File: config.mk
export PLATFORM = sky130hd
export DESIGN_NAME = mult_div_unit
export DESIGN_NICKNAME = d
export VERILOG_FILES = /design/src/rtl/mult_div_unit.sv
export SDC_FILE = /design/constraint.sdc
export NUM_CORES = 1
export LEC_CHECK = 0
export CELL_PAD_IN_SITES_DETAIL_PLACEMENT = 0
export CELL_PAD_IN_SITES_GLOBAL_PLACEMENT = 1
export CORE_MARGIN = 5
export CORE_UTILIZATION = 46
export CTS_BUF_LIST = sky130_fd_sc_hd__clkbuf_4
export CTS_CLUSTER_DIAMETER = 100
export CTS_CLUSTER_SIZE = 12
export DETAILED_ROUTE_END_ITERATION = 10
export GPL_TIMING_DRIVEN = 0
export PLACE_DENSITY = 0.92
export SLEW_MARGIN = 20
export SYNTH_ARGS = -nofsm -noshare
export SYNTH_HDL_FRONTEND = slang
export SYNTH_SLANG_ARGS = --single-unit
File: constraint.sdc
create_clock -name clk -period 4.15 [get_ports clk]
set_input_delay 0.83 -clock clk [delete_from_list [all_inputs] [get_ports clk]]
set_output_delay 0.83 -clock clk [all_outputs]
set_load 0.01 [all_outputs]
File: src/rtl/mult_div_unit.sv
// rtl/mult_div_unit.sv - iterative MULT/MULTU/DIV/DIVU engine with HI/LO registers
module mult_div_unit #(
  parameter int WIDTH = 32
) (
  input  logic             clk,
  input  logic             reset,
  input  logic             start,
  input  logic [2:0]       op,
  input  logic [WIDTH-1:0] in1,
  input  logic [WIDTH-1:0] in2,
  input  logic             flush,
  output logic             busy,
  output logic             done,
  output logic [WIDTH-1:0] hi,
  output logic [WIDTH-1:0] lo
);

  localparam int CW = $clog2(WIDTH + 1);

  typedef enum logic [1:0] {IDLE, RUN, FIX} state_t;

  state_t             state, state_nx;
  logic [CW-1:0]      cnt;
  logic [2*WIDTH-1:0] acc;
  logic [WIDTH-1:0]   dvs;
  logic [WIDTH-1:0]   a_raw;
  logic               is_div, neg_q, neg_r, dz;

  logic               accept, mt_hi, mt_lo, is_signed, a_neg, b_neg;
  logic [WIDTH-1:0]   a_abs, b_abs;
  logic [WIDTH:0]     mul_sum, rem_sh;
  logic [WIDTH-1:0]   rem_nx;
  logic               div_ge;
  logic [2*WIDTH-1:0] mul_nx, div_nx, prod;
  logic [WIDTH-1:0]   quo, rem;

  assign accept    = (state == IDLE) && start && !flush && !op[2];
  assign mt_hi     = (state == IDLE) && start && !flush && (op == 3'd4);
  assign mt_lo     = (state == IDLE) && start && !flush && (op == 3'd5);
  assign is_signed = !op[0];
  assign a_neg     = is_signed && in1[WIDTH-1];
  assign b_neg     = is_signed && in2[WIDTH-1];
  assign a_abs     = a_neg ? -in1 : in1;
  assign b_abs     = b_neg ? -in2 : in2;
  assign busy      = (state != IDLE);

  // Multiply: multiplier sits in acc low half and shifts out as the product shifts in.
  assign mul_sum = {1'b0, acc[2*WIDTH-1:WIDTH]} + (acc[0] ? {1'b0, dvs} : '0);
  assign mul_nx  = {mul_sum, acc[WIDTH-1:1]};

  // Restoring divide: remainder in acc high half, dividend/quotient in low half.
  assign rem_sh = acc[2*WIDTH-1:WIDTH-1];
  assign div_ge = (rem_sh >= {1'b0, dvs});
  assign rem_nx = div_ge ? (rem_sh[WIDTH-1:0] - dvs) : rem_sh[WIDTH-1:0];
  assign div_nx = {rem_nx, acc[WIDTH-2:0], div_ge};

  assign prod = neg_q ? -acc : acc;
  assign quo  = neg_q ? -acc[WIDTH-1:0] : acc[WIDTH-1:0];
  assign rem  = neg_r ? -acc[2*WIDTH-1:WIDTH] : acc[2*WIDTH-1:WIDTH];

  always_comb begin
    state_nx = state;
    case (state)
      IDLE: if (accept) state_nx = RUN;
      RUN: begin
        if (flush)                  state_nx = IDLE;
        else if (cnt == CW'(1))     state_nx = FIX;
      end
      FIX:     state_nx = IDLE;
      default: state_nx = IDLE;
    endcase
  end

  always_ff @(posedge clk or negedge reset) begin
    if (!reset) begin
      state  <= IDLE;
      cnt    <= '0;
      acc    <= '0;
      dvs    <= '0;
      a_raw  <= '0;
      is_div <= 1'b0;
      neg_q  <= 1'b0;
      neg_r  <= 1'b0;
      dz     <= 1'b0;
      done   <= 1'b0;
      hi     <= '0;
      lo     <= '0;
    end else begin
      state <= state_nx;
      done  <= (state == FIX) && !flush;
      if (accept) begin
        cnt    <= CW'(WIDTH);
        is_div <= op[1];
        acc    <= {{WIDTH{1'b0}}, (op[1] ? a_abs : b_abs)};
        dvs    <= op[1] ? b_abs : a_abs;
        a_raw  <= in1;
        neg_q  <= a_neg ^ b_neg;
        neg_r  <= a_neg;
        dz     <= op[1] && (in2 == '0);
      end else if (state == RUN) begin
        cnt <= cnt - CW'(1);
        acc <= is_div ? div_nx : mul_nx;
      end
      if (mt_hi) hi <= in1;
      if (mt_lo) lo <= in1;
      // Divide by zero reports the raw dividend in HI regardless of sign.
      if ((state == FIX) && !flush) begin
        if (!is_div) begin
          {hi, lo} <= prod;
        end else if (dz) begin
          hi <= a_raw;
          lo <= '1;
        end else begin
          hi <= rem;
          lo <= quo;
        end
      end
    end
  end

endmodule

==> impl_metrics.csv, run 1 <==
group,metric,value,unit
placement,gp_congestion,0.9992,
detailed_routing,viasPerCell,6.646,
setup_path,worstPathRequired,4790,ps
hold_path,worstHoldEndpoint,"a_raw[13]",
placement,dp_hpwl,63270,um
hold_path,hp-class,"in2reg",
power_and_ir_drop,p_leak,7.921,nW
run_status,outcome,"finished, violations left",
layout,final_area,0.01924,mm^2
synth,yosys.area.top_type,"dfrtp_1",
setup_path,path_class,"reg2reg",
layout,mostFrequentLayoutCell,"nand2_1",
synth,ys_seq_area_frac,0.3023,
detailed_routing,dr_total_vias,18550,
clock_tree,cts_tree,"done",
power_and_ir_drop,p_sw,6.798,mW
detailed_routing,route.detailed.drc,0,
run_status,violations,"setup timing",
timing,worst_slew_pin_slew,1170,ps
synth,postSynthAreaPerCell,7.841,um^2
setup_path,crit_fanout,10,
floorplan,chipWidth,202.1,um
hold_path,whs_path_depth,3,
synth,synth_top_area_frac,0.3023,
detailed_routing,dr.pass1.iters,5,
setup_path,setup.worst_path.start_class,"flop",
setup_path,crit_family,"simple AND/OR/NAND/NOR gates",
clock_tree,clockBufferDepth,3,
setup_path,slowest_delay,560,ps
clock_tree,cts_htree_levels,1,
setup_path,crit_arrival,4800,ps
detailed_routing,ant_nets,0,
global_routing,globalRouteOverflowTotal,0,
setup_path,crit_path_end_kind,"flop",
global_routing,grt_pass1_wl,117300,um
synth,synthDistinctLibCells,74,
setup_path,timing.rr.start,"acc[0]",
floorplan,initial_core_util,0.4646,
power_and_ir_drop,clockPowerShare,0.083,
detailed_routing,drtIter0Drc,2577,
synth,synth_warnings,0,
layout,final_net_count,2463,
synth,synthArstFlopShare,1.000,
timing,skew,105.5,ps
timing,period_minus_slack,4162,ps
timing,post-route-period-util,1.003,
layout,area.growth.synth_to_final,13.41,%
global_routing,grtUsageTotal,0.3772,
synth,synth_edf_count,0,
timing,finalSetupViolCount,1,
synth,synth-seq-cells,205,
layout,layout_common_cells,"nand2_1, dfrtp_1, a21oi_1",
timing,max_clock_freq,240.3,MHz
timing,fin_tns_setup,-11.54,ps
synth,synthCells,2164,
floorplan,die-height,202.1,um
synth,synthFlopType,"dfrtp_1",
flow_run,cap_violations,0,
synth,netlist_area,0.01697,mm^2
placement,postPlaceCellArea,0.01890,mm^2
synth,synth_top_cells_by_area,"dfrtp_1, nand2_1, a21oi_1, ha_1, o21ai_0",
clock_tree,path_clk_slew,150,ps
placement,portBuffers,128,
setup_path,critPathBufInv,2,
detailed_routing,met1_length,34120,um
timing,slew_viol_final,0,
setup_path,r2r_end,"hi[16]",
timing,rsz0062_at_grt,"no",
setup_path,path_cells,"inv_1, clkbuf_2, ha_1, nand2b_1, or3_1, or4_4, nand3b_4, o41ai_1, a21oi_1, a31oi_1, o22ai_1",
global_routing,antenna_found_initial,2,
detailed_routing,dr.max_layer_used,"met5",
detailed_routing,wire_per_inst,28.68,um
floorplan,rows,70,
floorplan,dieArea,0.04083,mm^2
floorplan,ioPinCount,137,
global_routing,grt_max_degree,91,
power_and_ir_drop,seqPwrFrac,0.277,
clock_tree,cts_buffers,21,
power_and_ir_drop,swShare,0.5275,
timing,worst_slack,-11.54,ps
timing,slew_headroom,0.2203,
power_and_ir_drop,power_density,669.7,mW/mm^2
clock_tree,clkSinkCount,205,
detailed_routing,dr_wl_met3,9272,um
hold_path,min_from,"in1[13]",
setup_path,regToRegSetupSlack,-10,ps
timing,hold_viol_final,0,
clock_tree,root_buffer,"clkbuf_4",
synth,synthesis.nets,2307,
layout,n_fill_cell,3585,
layout,drive_above_1_share,0.04393,
power_and_ir_drop,vdd_ir_drop_max,0.4276,mV
setup_path,reg2reg_depth,11,
detailed_routing,wirelength,80040,um
floorplan,core_area,0.03652,mm^2
power_and_ir_drop,p_comb_frac,0.639,
setup_path,crit_slowest_cell,"a31oi_1",
detailed_routing,wl_met2,32700,um
power_and_ir_drop,p_int,6.089,mW
clock_tree,clk_latency,780,ps
global_routing,grt_pass1_vias,17540,
-- registers in the layout (all words and copies together), names as in the netlist --
register  cells
is_div        1
state         2
neg_r         1
dz            1
acc          64
neg_q         1
done          1
a_raw        32
cnt           6
dvs          32
hi           32
lo           32
-- worst max-delay path by stage --
stage          slack, ps  cells after the start  startpoint       to
5_1_grt                3                     14      acc[0]  acc[60]
4_1_cts               40                     13      acc[0]  acc[62]
3_5_place_dp        -600                     14      acc[0]  acc[62]
6_report             -10                     11      acc[0]   hi[16]
2_1_floorplan        760                     14      acc[0]  acc[60]
3_3_place_gp       -6730                      1       reset  acc[51]
-- power by group through the flow --
stage / combinational (mW) / sequential (mW) / clock (mW)
floorplan: 5.21 / 3.25 / 0
global placement: 7.83 / 3.53 / 0
detailed placement: 7.89 / 3.54 / 0
CTS: 7.98 / 3.50 / 1.06
global route: 8.83 / 3.61 / 1.13
finish: 8.24 / 3.57 / 1.08
-- worst register-to-register path, cell delays in order, from the launching register on --
cell and delay, ps:
dfrtp_1 550, inv_1 260, clkbuf_2 370, ha_1 240, nand2b_1 100, or3_1 460, or4_4 530, nand3b_4 280
o41ai_1 380, a21oi_1 120, a31oi_1 560, o22ai_1 180
-- synthesized netlist by cell type (12+ instances only) --
master,number
a211oi_1,27
a21o_1,22
a21oi_1,189
a22oi_1,13
a31oi_1,31
a32oi_1,28
and3_1,12
buf_1,13
clkbuf_1,131
dfrtp_1,205
ha_1,70
inv_1,74
mux2_2,19
mux2i_1,71
nand2_1,309
nand2b_1,16
nand3_1,32
nand4_1,12
nor2_1,167
nor2b_1,18
nor3_1,50
nor4_1,18
o211ai_1,23
o21a_1,12
o21ai_0,171
o221ai_1,19
o22a_1,12
o22ai_1,31
o31ai_1,31
o41ai_1,14
or3_1,15
or4_1,15
xnor2_1,84
xor2_1,86
-- cell families after synthesis --
kind of cell	count (synthesis)	synth area share
xor+xnor	170	0.08775
simple gates	706	0.1899
flops	205	0.3023
buf+inv	226	0.05036
fa+ha+maj	72	0.05397
mux	90	0.05449
compound gates	695	0.2612
-- layout make-up --
type	count	area, um^2	share of cell area
timing repair buffer	134	1374	0.07139
antenna	1	2.502	0.0001300
inverter	77	289.0	0.01502
sequential	205	5130	0.2666
clock buffer	21	157.7	0.008192
clock inverter	4	45.04	0.002341
multi-input combinational	1733	11090	0.5762
buffer	148	571.8	0.02971
tap	468	585.6	0.03043
-- through the flow --
stage / power [mW] / hold slack (ps) / utilization / cells / setup slack (ps)
CTS: 12.53 / 430.9 / 0.5251 / 2788 / 38.81
global route: 13.57 / 480.6 / 0.5269 / 2791 / 2.692
finish: 12.89 / 451.3 / 0.5269 / 2791 / -11.54
global placement: 11.36 / 454.5 / 0.5157 / 2760 / -6730
detailed placement: 11.43 / 458.1 / 0.5175 / 2762 / -604.8
floorplan: 8.459 / 440.3 / - / 2164 / 758.8
-- per-layer routing --
layer  up-vias  global-route usage
li1       8146                   -
met1      9091              0.5501
met2      1119              0.5430
met3       192             0.08648
met4         2              0.1431
met5         -                   0
-- repair_timing --
item,4_1_cts,5_1_grt
pin swaps,3,2
hold buffers,1,0
buffers inserted,1,2
gates resized for setup,14,14
hold endpoints to repair,43,0
endpoints found under the setup margin,24,11
Power figures use the tool's default switching activity.
==> run 2, diff against run 1 <==
--- a/config.mk
+++ b/config.mk
@@ -14,7 +14,7 @@
 export CTS_CLUSTER_SIZE = 12
 export DETAILED_ROUTE_END_ITERATION = 10
 export GPL_TIMING_DRIVEN = 0
-export PLACE_DENSITY = 0.92
+export PLACE_DENSITY = 0.95
 export SLEW_MARGIN = 20
 export SYNTH_ARGS = -nofsm -noshare
 export SYNTH_HDL_FRONTEND = slang
==> run 2 against run 1 <==
The run now ends clean. Global-route usage shrank 1.0 points. Fmax grew 3.6%. Cell area shrank 0.27%. Via count shrank 0.82%. Clock skew shrank 27 ps. First-iteration DRC count shrank 15%.
==> impl_metrics.csv, run 2 (synthesized netlist as in run 1, its figures left out) <==
group,metric,value,unit
run_status,outcome,"completed",
layout,largest_reg_flops,64,
setup_path,crit_path_end_kind,"flop",
timing,worst_slack,133.5,ps
clock_tree,cts_buffers,21,
clock_tree,clkSinkCount,205,
timing,finalSetupViolCount,0,
power_and_ir_drop,p_int,6.015,mW
clock_tree,root_buffer,"clkbuf_4",
layout,regMostFlops,"acc",
floorplan,dieArea,0.04083,mm^2
power_and_ir_drop,p_comb_frac,0.636,
power_and_ir_drop,p_leak,7.888,nW
power_and_ir_drop,power_density,661.6,mW/mm^2
global_routing,grtUsageTotal,0.3670,
timing,rsz0062_at_grt,"no",
timing,max_clock_freq,249.0,MHz
placement,dp_cells,2763,
power_and_ir_drop,clockPowerShare,0.080,
hold_path,hp-class,"in2reg",
floorplan,chipWidth,202.1,um
floorplan,die-height,202.1,um
global_routing,grt_max_degree,90,
layout,area.growth.synth_to_final,13.11,%
clock_tree,path_clk_slew,160,ps
placement,gp_congestion,1.023,
detailed_routing,dr_total_vias,18400,
timing,skew,78.62,ps
global_routing,grt_pass1_wl,114500,um
power_and_ir_drop,p_sw,6.683,mW
setup_path,worstPathRequired,4770,ps
placement,dp_hpwl,61340,um
layout,mostFrequentLayoutCell,"nand2_1",
power_and_ir_drop,seqPwrFrac,0.283,
timing,period_minus_slack,4017,ps
power_and_ir_drop,vdd_ir_drop_max,0.3114,mV
detailed_routing,ant_nets,0,
timing,hold_viol_final,0,
detailed_routing,drtIter0Drc,2197,
layout,finalNonFillerCells,2789,
detailed_routing,viasPerCell,6.597,
flow_run,cap_violations,0,
detailed_routing,wire_per_inst,28.00,um
global_routing,globalRouteOverflowTotal,0,
detailed_routing,dr.pass1.iters,6,
timing,slew_viol_final,0,
setup_path,setup.worst_path.start_class,"flop",
timing,slew_headroom,0.2244,
setup_path,path_class,"reg2reg",
global_routing,grt_pass1_vias,17630,
clock_tree,cts_tree,"done",
setup_path,crit_fanout,10,
timing,worst_slew_pin_slew,1163,ps
clock_tree,clk_latency,770,ps
layout,final_net_count,2462,
floorplan,initial_core_util,0.4646,
timing,post-route-period-util,0.9678,
detailed_routing,wirelength,78110,um
layout,drive_above_1_share,0.04440,
global_routing,antenna_found_initial,2,
layout,layout_common_cells,"nand2_1, dfrtp_1, a21oi_1",
power_and_ir_drop,swShare,0.5263,
floorplan,core_area,0.03652,mm^2
clock_tree,cts_htree_levels,1,
placement,pre_cts_ws,-634.6,ps
setup_path,crit_arrival,4640,ps
floorplan,ioPinCount,137,
detailed_routing,route.detailed.drc,0,
floorplan,rows,70,
layout,n_fill_cell,3596,
placement,portBuffers,128,
clock_tree,clockBufferDepth,3,
==> run 2: cell type report <==
cell class / count / area (um^2) / area share
Timing Repair Buffer: 133 / 1364 / 0.07106
Antenna cell: 1 / 2.502 / 0.0001304
Tap cell: 468 / 585.6 / 0.03051
Clock buffer: 22 / 165.2 / 0.008605
Clock inverter: 2 / 12.51 / 0.0006519
Multi-Input combinational cell: 1733 / 11070 / 0.5770
Buffer: 148 / 569.3 / 0.02966
Inverter: 77 / 289.0 / 0.01506
Sequential cell: 205 / 5131 / 0.2673
==> run 2: worst paths after layout <==
kind | from | end | slack, ps | depth (start not counted)
min reg2reg | a_raw[27] | a_raw[27] | 490 | 2
max | acc[8] | hi[31] | 130 | 10
min in group asynchronous | reset | hi[18] | 530 | 2
min | in1[7] | a_raw[7] | 470 | 3
max reg2reg | acc[8] | hi[31] | 130 | 10
max in group asynchronous | reset | acc[60] | 2350 | 4
==> run 2: routing by layer <==
metal | part of all wire | vias to the layer above | GRT usage
li1 | - | 8145 | -
met1 | 0.40 | 8927 | 0.4950
met2 | 0.42 | 1110 | 0.5369
met3 | 0.12 | 214 | 0.1131
met4 | 0.057 | 2 | 0.1750
met5 | 0.00017 | - | 0
==> run 2: stage by stage <==
step	total power [mW]	area (um^2)	util	TNS [ps]	hold WS, ps
2_1_floorplan	8.459	16970	-	0	440.3
3_3_place_gp	11.21	18840	0.5157	-1375700	453.8
3_5_place_dp	11.34	18910	0.5177	-16660	461.5
4_1_cts	12.35	19130	0.5237	0	455.5
5_1_grt	13.39	19190	0.5255	0	506.0
6_report	12.70	19190	0.5255	0	470.8
==> run 2: what timing repair did <==
item,4_1_cts,5_1_grt
buffers inserted,0,1
hold buffers,1,0
gates resized for setup,10,14
pin swaps,0,2
hold endpoints to repair,40,0
endpoints found under the setup margin,19,32
==> run 2: critical path, cell delays in order, from the launching register on <==
cell,delay (ps)
dfrtp_1,390
clkbuf_1,240
or4_1,540
or4_1,510
nor4_2,670
nand3_2,360
or2_2,460
nor4_1,260
a31oi_1,70
a21oi_1,330
a21oi_1,70
==> run 2: power groups by stage <==
stage          registers, mW  logic [mW]  clock network, mW
6_report                3.60        8.08               1.02
4_1_cts                 3.51        7.84               1.00
5_1_grt                 3.62        8.70               1.07
2_1_floorplan           3.25        5.21                  0
3_5_place_dp            3.55        7.79                  0
3_3_place_gp            3.54        7.67                  0
==> run 3, diff against run 2 <==
==> constraint.sdc (replaced) <==
create_clock -name clk -period 4.15 [get_ports clk]
set_input_delay 1.0375 -clock clk [delete_from_list [all_inputs] [get_ports clk]]
set_output_delay 1.0375 -clock clk [all_outputs]
set_load 0.01 [all_outputs]
==> run 3 against run 2 <==
Count of clock-buffer cells in the layout unchanged. Setup slack got worse by 26 ps. Core utilization about the same. Total power decreased by 0.12%. Largest cell class unchanged. Highest routed layer unchanged. Global-route usage about the same. Register-to-register slack got worse by 30 ps.
==> impl_metrics.csv, run 3 (synthesized netlist as in run 1, its figures left out) <==
group,metric,value,unit
run_status,outcome,"completed",
layout,largest_reg_flops,64,
timing,period_minus_slack,4042,ps
timing,max_clock_freq,247.4,MHz
setup_path,setup.worst_path.start_class,"flop",
clock_tree,clockBufferDepth,3,
floorplan,dieArea,0.04083,mm^2
layout,final_area,0.01920,mm^2
timing,slew_headroom,0.1933,
placement,dp_cells,2763,
timing,worst_slew_pin_slew,1210,ps
global_routing,use_met3,0.1131,
clock_tree,root_buffer,"clkbuf_4",
global_routing,grt_pass1_wl,114500,um
setup_path,crit_fanout,10,
clock_tree,clk_latency,750,ps
global_routing,grt_max_degree,90,
layout,mostFrequentLayoutCell,"nand2_1",
global_routing,met2_usage,0.5366,
layout,regMostFlops,"acc",
setup_path,worstPathRequired,4760,ps
timing,worst_slack,107.9,ps
power_and_ir_drop,p_leak,7.900,nW
floorplan,rows,70,
global_routing,antenna_found_initial,2,
timing,hold_viol_final,0,
detailed_routing,route.detailed.drc,0,
layout,drive_above_1_share,0.04442,
power_and_ir_drop,power_density,660.7,mW/mm^2
setup_path,crit_slowest_cell,"nor4_2",
timing,hold_ws,149.8,ps
global_routing,globalRouteOverflowTotal,0,
detailed_routing,dr.pass1.iters,6,
floorplan,ioPinCount,137,
setup_path,crit_arrival,4650,ps
clock_tree,cts_tree,"done",
global_routing,grtUsageTotal,0.3669,
detailed_routing,ant_nets,0,
timing,slew_viol_final,0,
timing,rsz0062_at_grt,"no",
detailed_routing,wire_per_inst,27.96,um
global_routing,grt_pass1_vias,17630,
setup_path,crit_path_end_kind,"flop",
clock_tree,cts_buffers,21,
power_and_ir_drop,finalPower,12.68,mW
placement,postPlaceCellArea,0.01891,mm^2
floorplan,initial_core_util,0.4646,
timing,post-route-period-util,0.9740,
placement,portBuffers,128,
global_routing,grt_util_met1,0.4949,
hold_path,hp-class,"in2async",
layout,finalNonFillerCells,2788,
placement,dp_hpwl,61340,um
setup_path,path_cells,"clkbuf_1, or4_1, or4_1, nor4_2, nand3_2, or2_2, nor4_1, a31oi_1, a21oi_1, a21oi_1",
layout,area.growth.synth_to_final,13.12,%
floorplan,chipWidth,202.1,um
placement,gp_congestion,1.023,
detailed_routing,wirelength,77950,um
floorplan,die-height,202.1,um
floorplan,core_area,0.03652,mm^2
setup_path,slowest_delay,680,ps
timing,finalSetupViolCount,0,
detailed_routing,dr_total_vias,18540,
layout,final_net_count,2461,
detailed_routing,drtIter0Drc,2149,
layout,layout_common_cells,"nand2_1, dfrtp_1, a21oi_1",
timing,fin_tns_setup,0,ps
clock_tree,clkSinkCount,205,
power_and_ir_drop,vdd_ir_drop_max,0.3099,mV
setup_path,path_class,"reg2reg",
detailed_routing,viasPerCell,6.650,
clock_tree,cts_htree_levels,1,
layout,utilization,0.5256,
global_routing,top_usage_layer,"met2",
timing,skew,58.61,ps
placement,pre_cts_ws,-842.1,ps
flow_run,cap_violations,0,
clock_tree,path_clk_slew,150,ps
[run 3: cell count changes in the layout (fill, tap and decap cells not counted)]
cell           delta
nor3_4            +2
dlygate4sd3_1     -1
nor3_2            -2
[run 3: per-layer routing]
layer | part of all wire | vias to the layer above | wire (um)
li1 | - | 8150 | -
met1 | 0.40 | 8971 | 31200
met2 | 0.42 | 1192 | 32380
met3 | 0.12 | 224 | 9701
met4 | 0.060 | 2 | 4650
met5 | 0.00017 | - | 13
[run 3: where the power goes]
group | switching [mW] | internal (mW) | leakage (nW)
clock | 0.758 | 0.251 | 0.107
combinational | 4.95 | 3.14 | 5.28
sequential | 0.964 | 2.63 | 2.52
[run 3: timing repair]
item	4_1_cts	5_1_grt
setup buffers	0	1
hold buffers	0	0
pin swaps	0	2
endpoints found under the setup margin	22	34
resized for setup	11	16
[run 3: layout make-up]
type,instances,area [um^2]
inverter,77,289.0
timing repair buffer,132,1354
buffer,148,569.3
sequential,205,5131
tap,468,585.6
antenna,1,2.502
fill,3594,17330
clock buffer,22,165.2
multi-input combinational,1733,11090
clock inverter,2,12.51
[run 3: final timing paths]
check | from | end | slack (ps) | cells after the start
worst max register to register | acc[8] | hi[31] | 110 | 10
worst min-delay path | reset | hi[18] | 150 | 1
min in group clk | a_raw[27] | a_raw[27] | 490 | 2
worst min register to register | a_raw[27] | a_raw[27] | 490 | 2
max in group asynchronous | reset | cnt[5] | 2740 | 3
worst max-delay path | acc[8] | hi[31] | 110 | 10
[run 3: critical path, delay by kind of cell, from the launching register on]
kind	cells	cell delay, ps
AND/OR/NAND/NOR	6	2810
AO/OA/AOI/OAI	3	470
flip-flops	1	390
buffers and inverters	1	240
